--- config.mk ---
export PLATFORM = sky130hd
export DESIGN_NAME = mux_scan_reg_flat
export DESIGN_NICKNAME = d
export VERILOG_FILES = /design/src/rtl/mux_scan_pkg.sv /design/src/rtl/mux_scan_reg_if.sv /design/src/rtl/mux_scan_counter.sv /design/src/rtl/mux_scan_reg.sv /design/src/flat_wrapper.sv
export SDC_FILE = /design/constraint.sdc
export NUM_CORES = 1
export LEC_CHECK = 0
export ABC_CLOCK_PERIOD_IN_PS = 1900
export BUFFER_PORTS_ARGS = -buffer_cell sky130_fd_sc_hd__buf_4
export CAP_MARGIN = 20
export CORE_ASPECT_RATIO = 1.1
export CORE_MARGIN = 5
export CORE_UTILIZATION = 47
export DETAILED_ROUTE_END_ITERATION = 6
export PLACE_DENSITY_LB_ADDON = 0.2
export SLEW_MARGIN = 15
export SYNTH_ARGS = -nofsm -noshare
export SYNTH_HDL_FRONTEND = slang
export SYNTH_SLANG_ARGS = --single-unit
--- constraint.sdc ---
create_clock -name clk -period 1.9 [get_ports clk]
set_clock_uncertainty 0.05 [all_clocks]
set_input_delay 0.19 -clock clk [delete_from_list [all_inputs] [get_ports clk]]
set_output_delay 0.19 -clock clk [all_outputs]
set_load 0.05 [all_outputs]
--- src/rtl/mux_scan_pkg.sv ---
// Shared state encoding, mode constants and sizing helper for the scan multiplexer.
package mux_scan_pkg;

    typedef enum logic [1:0] {
        ST_IDLE   = 2'd0,
        ST_DIRECT = 2'd1,
        ST_SCAN   = 2'd2
    } scan_state_e;

    localparam logic MODE_DIRECT = 1'b0;
    localparam logic MODE_SCAN   = 1'b1;

    // Bits needed to index n items, never less than one.
    function automatic int unsigned clog2_min1(input int unsigned n);
        int unsigned w;
        w = 1;
        for (int unsigned i = 1; i < 32; i++) begin
            if ((32'd1 << i) < n) begin
                w = i + 1;
            end
        end
        return w;
    endfunction

endpackage

--- src/rtl/mux_scan_reg_if.sv ---
// Sample-side bus of the scan multiplexer: controls and channel data in, registered sample out.
interface mux_scan_reg_if
    import mux_scan_pkg::*;
#(
    parameter int unsigned WIDTH    = 1,
    parameter int unsigned CHANNELS = 8,
    parameter int unsigned SEL_W    = clog2_min1(CHANNELS)
);
    logic                      en;
    logic                      mode;
    logic [SEL_W-1:0]          sel;
    logic [CHANNELS*WIDTH-1:0] d;
    logic                      ready;
    logic [WIDTH-1:0]          y;
    logic [SEL_W-1:0]          ch;
    logic                      valid;
    logic                      wrap;

    modport master (
        output en, mode, sel, d, ready,
        input  y, ch, valid, wrap
    );

    modport slave (
        input  en, mode, sel, d, ready,
        output y, ch, valid, wrap
    );
endinterface

--- src/rtl/mux_scan_counter.sv ---
// Modulo-CHANNELS scan counter behind a DWELL prescaler, with parallel load and terminal count.
module mux_scan_counter
    import mux_scan_pkg::*;
#(
    parameter int unsigned CHANNELS = 8,
    parameter int unsigned DWELL    = 1,
    parameter int unsigned SEL_W    = clog2_min1(CHANNELS)
) (
    input  logic             clk,
    input  logic             rst_n,
    input  logic             i_load,
    input  logic [SEL_W-1:0] i_load_val,
    input  logic             i_cnt_en,
    output logic [SEL_W-1:0] o_cnt_c,
    output logic             o_tc_c
);
    localparam int unsigned      DW_W     = clog2_min1(DWELL);
    localparam logic [SEL_W-1:0] CNT_LAST = SEL_W'(CHANNELS - 1);
    localparam logic [DW_W-1:0]  DW_LAST  = DW_W'(DWELL - 1);

    logic [SEL_W-1:0] r_cnt;
    logic [DW_W-1:0]  r_dwell;
    logic [SEL_W-1:0] w_cur_cnt;
    logic [DW_W-1:0]  w_cur_dw;
    logic [SEL_W-1:0] w_cnt_nxt;
    logic [DW_W-1:0]  w_dwell_nxt;
    logic             w_cnt_last;
    logic             w_dw_last;

    // A load takes effect for the same edge's count, so the loaded channel is the one sampled.
    always_comb begin
        w_cur_cnt   = i_load ? i_load_val : r_cnt;
        w_cur_dw    = i_load ? '0 : r_dwell;
        w_cnt_last  = (w_cur_cnt == CNT_LAST);
        w_dw_last   = (w_cur_dw == DW_LAST);
        w_cnt_nxt   = w_cur_cnt;
        w_dwell_nxt = w_cur_dw;
        if (i_cnt_en) begin
            if (w_dw_last) begin
                w_dwell_nxt = '0;
                w_cnt_nxt   = w_cnt_last ? '0 : w_cur_cnt + SEL_W'(1);
            end else begin
                w_dwell_nxt = w_cur_dw + DW_W'(1);
            end
        end
    end

    // Counter and prescaler registers.
    always_ff @(posedge clk or negedge rst_n) begin
        if (!rst_n) begin
            r_cnt   <= '0;
            r_dwell <= '0;
        end else begin
            r_cnt   <= w_cnt_nxt;
            r_dwell <= w_dwell_nxt;
        end
    end

    assign o_cnt_c = w_cur_cnt;
    assign o_tc_c  = w_cnt_last && w_dw_last;

endmodule

--- src/rtl/mux_scan_reg.sv ---
// Registered channel multiplexer with direct select or dwell-prescaled auto-scan and a ready/valid output.
module mux_scan_reg
    import mux_scan_pkg::*;
#(
    parameter int unsigned WIDTH    = 1,
    parameter int unsigned CHANNELS = 8,
    parameter int unsigned DWELL    = 1
) (
    input  logic          clk,
    input  logic          rst_n,
    mux_scan_reg_if.slave bus
);
    localparam int unsigned      SEL_W   = clog2_min1(CHANNELS);
    localparam logic [SEL_W-1:0] CH_LAST = SEL_W'(CHANNELS - 1);

    scan_state_e      r_state;
    scan_state_e      w_state_nxt;
    logic [WIDTH-1:0] r_y;
    logic [SEL_W-1:0] r_ch;
    logic             r_valid;
    logic             r_wrap;

    logic             w_take;
    logic             w_scan_mode;
    logic             w_enter_scan;
    logic             w_scan_tc_c;
    logic [SEL_W-1:0] w_sel_clamp;
    logic [SEL_W-1:0] w_scan_ch;
    logic [SEL_W-1:0] w_ch;
    logic [WIDTH-1:0] w_y;

    // Out-of-range selects fold onto the last channel.
    assign w_sel_clamp  = (bus.sel > CH_LAST) ? CH_LAST : bus.sel;
    // A held, unaccepted sample blocks everything, including mode changes.
    assign w_take       = bus.en && (!r_valid || bus.ready);
    assign w_scan_mode  = (bus.mode == MODE_SCAN);
    assign w_enter_scan = w_take && w_scan_mode && (r_state != ST_SCAN);

    mux_scan_counter #(
        .CHANNELS (CHANNELS),
        .DWELL    (DWELL),
        .SEL_W    (SEL_W)
    ) u_counter (
        .clk        (clk),
        .rst_n      (rst_n),
        .i_load     (w_enter_scan),
        .i_load_val (w_sel_clamp),
        .i_cnt_en   (w_take && w_scan_mode),
        .o_cnt_c    (w_scan_ch),
        .o_tc_c     (w_scan_tc_c)
    );

    assign w_ch = (bus.mode == MODE_DIRECT) ? w_sel_clamp : w_scan_ch;
    assign w_y  = bus.d[32'(w_ch) * WIDTH +: WIDTH];

    // Next state: every sample follows the mode seen on that edge.
    always_comb begin
        w_state_nxt = r_state;
        if (w_take) begin
            w_state_nxt = w_scan_mode ? ST_SCAN : ST_DIRECT;
        end
    end

    // State register.
    always_ff @(posedge clk or negedge rst_n) begin
        if (!rst_n) begin
            r_state <= ST_IDLE;
        end else begin
            r_state <= w_state_nxt;
        end
    end

    // Output sample register; an accepted sample with nothing new behind it drops valid.
    always_ff @(posedge clk or negedge rst_n) begin
        if (!rst_n) begin
            r_y     <= '0;
            r_ch    <= '0;
            r_valid <= 1'b0;
            r_wrap  <= 1'b0;
        end else if (w_take) begin
            r_y     <= w_y;
            r_ch    <= w_ch;
            r_valid <= 1'b1;
            r_wrap  <= w_scan_mode && w_scan_tc_c;
        end else if (bus.ready) begin
            r_valid <= 1'b0;
            r_wrap  <= 1'b0;
        end
    end

    assign bus.y     = r_y;
    assign bus.ch    = r_ch;
    assign bus.valid = r_valid;
    assign bus.wrap  = r_wrap;

endmodule

--- src/flat_wrapper.sv ---
// flat-port wrapper written by rule: the top's interface ports become plain ports
module mux_scan_reg_flat import mux_scan_pkg::*;
#(
    parameter int unsigned WIDTH    = 1,
    parameter int unsigned CHANNELS = 8,
    parameter int unsigned DWELL    = 1
)
  (clk, rst_n, bus_en, bus_mode, bus_sel, bus_d, bus_ready, bus_y, bus_ch, bus_valid, bus_wrap);
  mux_scan_reg_if #(.WIDTH(WIDTH), .CHANNELS(CHANNELS)) bus_i ();
  input  logic clk;
  input  logic rst_n;
  input wire logic [$bits(bus_i.en)-1:0] bus_en;
  input wire logic [$bits(bus_i.mode)-1:0] bus_mode;
  input wire logic [$bits(bus_i.sel)-1:0] bus_sel;
  input wire logic [$bits(bus_i.d)-1:0] bus_d;
  input wire logic [$bits(bus_i.ready)-1:0] bus_ready;
  output wire logic [$bits(bus_i.y)-1:0] bus_y;
  output wire logic [$bits(bus_i.ch)-1:0] bus_ch;
  output wire logic [$bits(bus_i.valid)-1:0] bus_valid;
  output wire logic [$bits(bus_i.wrap)-1:0] bus_wrap;
  assign bus_i.en = bus_en;
  assign bus_i.mode = bus_mode;
  assign bus_i.sel = bus_sel;
  assign bus_i.d = bus_d;
  assign bus_i.ready = bus_ready;
  assign bus_y = bus_i.y;
  assign bus_ch = bus_i.ch;
  assign bus_valid = bus_i.valid;
  assign bus_wrap = bus_i.wrap;
  mux_scan_reg #(.WIDTH(WIDTH), .CHANNELS(CHANNELS), .DWELL(DWELL)) u_core (.clk(clk), .rst_n(rst_n), .bus(bus_i));
endmodule
==> flow_metrics.py <==
metrics = {
    "run_status": {
        "status": "finished with violations",
        "violations": "negative setup slack",
    },
    "floorplan": {
        "rows": 17,
        "core_mm2": 0.00196,
        "die_w_um": 52.6,
        "die-area_mm2": 0.00299,
        "io_pins": 22,
        "initial_core_util": 0.480,
        "fp.dieH_um": 56.9,
    },
    "global_routing": {
        "antenna_found_initial": 0,
        "grt_pass1_wl_um": 4190,
        "grt_pass1_vias": 968,
        "grt_max_degree": 13,
        "overflow": 0,
        "track_usage": 0.188,
    },
    "pwr": {
        "p_leak_uw": 0.000631,
        "vdd.ir_drop.worst_mv": 0.692,
        "powerDensity_mw_per_mm2": 827,
    },
    "routing": {
        "post-route-drc-count": 0,
        "viasPerCell": 5.54,
        "postRouteAntennaNets": 0,
        "route.met3.wl_um": 99,
        "wl_per_cell_um": 15.3,
        "firstDrtPassIters": 4,
        "top_layer_used": "met4",
        "wirelength_um": 2540,
        "met2_length_um": 1250,
        "vias": 920,
        "first_iter_violations": 25,
        "wl_met1_um": 1160,
    },
    "cts": {
        "cts_root_buffer": "clkbuf_4",
        "clock_path_buffers": 2,
        "cts_buffers": 3,
        "cts_tree": "yes",
        "path_clk_slew_ns": 0.08,
        "insertion_delay_ns": 0.29,
        "htreeDepth": 1,
        "cts.sinks": 12,
    },
    "final_layout": {
        "layout_commonest_cell": "buf_4",
        "area_growth_pct": 43.4,
        "nets": 157,
        "final_cell_mix": "buf_4, nand2_1, dfrtp_1",
        "fillCellCount": 173,
        "drive_gt1_frac": 0.471,
        "num_antenna_cells": 0,
    },
    "timing": {
        "setup_violations": 2,
        "finalCritPeriodShare": 1.04,
        "slew_headroom": 0.782,
        "final_max_slew_viol_count": 0,
        "period_needed_ns": 1.98,
        "hold_ws_ns": 0.163,
        "max_slew.worst_pin.slew_ns": 0.318,
        "rsz0062_at_grt": "true",
        "fmax_mhz": 505,
        "worst_slack_ns": -0.0786,
        "hold_viol": 0,
    },
    "synth": {
        "ys_warn_count": 0,
        "synth_nets": 121,
        "ys_seq_area_frac": 0.320,
        "avgSynthCellArea_um2": 9.12,
        "synth.distinct_cells": 32,
        "synth_area_um2": 940,
        "synth_seq_cells": 12,
        "synthCells": 103,
    },
    "placed_design": {
        "place_congestion": 0.879,
        "place_hpwl_um": 1930,
        "port_buffers": 21,
        "dpl_worst_slack_ns": -0.107,
    },
    "worst_hold_path": {
        "hold_class": "input pin to flip-flop",
    },
    "setup_path": {
        "critPathCaptureType": "flip-flop",
        "cp-start-kind": "flip-flop",
        "crit_required_ns": 2.03,
        "arrival_ns": 2.11,
        "crit_fanout": 5,
        "criticalPathCategory": "flip-flop to flip-flop",
    },
    "run": {
        "max-cap-violations": 0,
    },
}
registers in the layout (all words and copies together), names as in the netlist:
| signal | cells |
|---|---|
| u_core.u_counter.r_cnt | 3 |
| u_core.u_counter.r_dwell | 1 |
| u_core.bus.valid | 1 |
| u_core.r_state | 2 |
| u_core.bus.wrap | 1 |
| u_core.bus.y | 1 |
| u_core.bus.ch | 3 |
cells in the mapped netlist:
cell / n / area (um2)
nand2b_1: 5 / 31.3
a21boi_0: 1 / 7.51
nor2_1: 3 / 11.3
buf_2: 4 / 20.0
a31o_2: 2 / 17.5
nand2_1: 12 / 45.0
or2_2: 2 / 12.5
o22ai_1: 2 / 12.5
a21o_2: 1 / 8.76
buf_6: 1 / 11.3
nand3_1: 1 / 5.00
nor2b_4: 1 / 13.8
mux2_2: 10 / 113
a31o_1: 1 / 8.76
dfrtp_1: 12 / 300
o21a_1: 3 / 22.5
a21oi_1: 3 / 15.0
ha_1: 2 / 25.0
a31oi_1: 3 / 18.8
inv_1: 4 / 15.0
nor4_1: 5 / 31.3
and2_1: 2 / 12.5
o311a_1: 1 / 10.0
a311oi_1: 3 / 26.3
nand3b_1: 1 / 7.51
o21ai_0: 6 / 30.0
o31a_1: 1 / 8.76
nor2b_1: 1 / 6.26
nand3b_2: 1 / 11.3
mux2i_1: 7 / 70.1
clkbuf_1: 1 / 3.75
or4_1: 1 / 7.51
cells by family (layout without fill, tap and decap cells):
kind of cell             count (synthesis)  in the layout  share of synthesized area
flip-flops                              12             12                      0.320
buffers and inverters                   10             45                     0.0533
multiplexers                            17             17                      0.194
AO/OA/AOI/OAI                           27             27                      0.198
adder cells (fa/ha/maj)                  2              2                     0.0266
AND/OR/NAND/NOR                         35             35                      0.208
layer usage:
metal | up-vias | GRT usage
met2 | 16 | 0.314
met4 | 0 | 0.0693
met5 | - | 0
met3 | 5 | 0.0345
met1 | 441 | 0.236
li1 | 458 | -
where the power goes:
part	leakage, uW	switching [uW]	total, uW	internal [uW]
clock	0.0000210	94.9	212	117
combinational	0.000466	260	529	269
sequential	0.000144	62.3	373	311
total	0.000631	418	1110	696
final timing paths:
check,start,end,slack [ns],depth (start not counted)
max,u_core.bus.valid$_DFFE_PN0P_,u_core.u_counter.r_cnt[2]$_DFF_PN0_,-0.08,7
min,bus_en,u_core.r_state[1]$_DFFE_PN0P_,0.16,3
max reg2reg,u_core.bus.valid$_DFFE_PN0P_,u_core.u_counter.r_cnt[2]$_DFF_PN0_,-0.08,7
min reg2reg,u_core.bus.ch[0]$_DFFE_PN0P_,u_core.bus.ch[0]$_DFFE_PN0P_,0.44,2
max in group asynchronous,rst_n,u_core.bus.valid$_DFFE_PN0P_,1.39,2
min in group asynchronous,rst_n,u_core.u_counter.r_cnt[2]$_DFF_PN0_,0.23,2
cell type report:
cell class	count	area, um2	area share
clock buffer	4	36.3	0.0269
inverter	4	15.0	0.0111
multi-input combinational	81	666	0.494
sequential	12	303	0.225
tap	28	35.0	0.0260
timing repair buffer	37	293	0.217
critical path: stages, from the launching register on:
cell	delay, ns
dfrtp_2	0.43
nand2b_4	0.09
nand3_4	0.09
or2_4	0.26
mux2_4	0.32
ha_4	0.17
ha_4	0.20
mux2_4	0.26
metrics by stage:
| step | utilization | setup TNS (ns) | area, um2 | instances | total power (uW) |
|---|---|---|---|---|---|
| final | 0.689 | -0.118 | 1350 | 166 | 1110 |
| after global routing | 0.689 | -0.273 | 1350 | 166 | 1190 |
| after CTS | 0.688 | -0.152 | 1350 | 166 | 1120 |
| after detailed placement | 0.653 | -0.183 | 1280 | 160 | 896 |
| after global placement | 0.653 | -0.144 | 1280 | 160 | 872 |
| after floorplan | - | -0.443 | 1020 | 103 | 724 |
what timing repair did:
item / in CTS / in global routing
pin swaps: 2 / 0
endpoints found under the setup margin: 2 / 3
endpoints found under the hold margin: 12 / 0
hold buffers: 1 / 0
setup buffers: 1 / 0
gates resized for setup: 1 / 1
(Power assumes the default switching activity.)
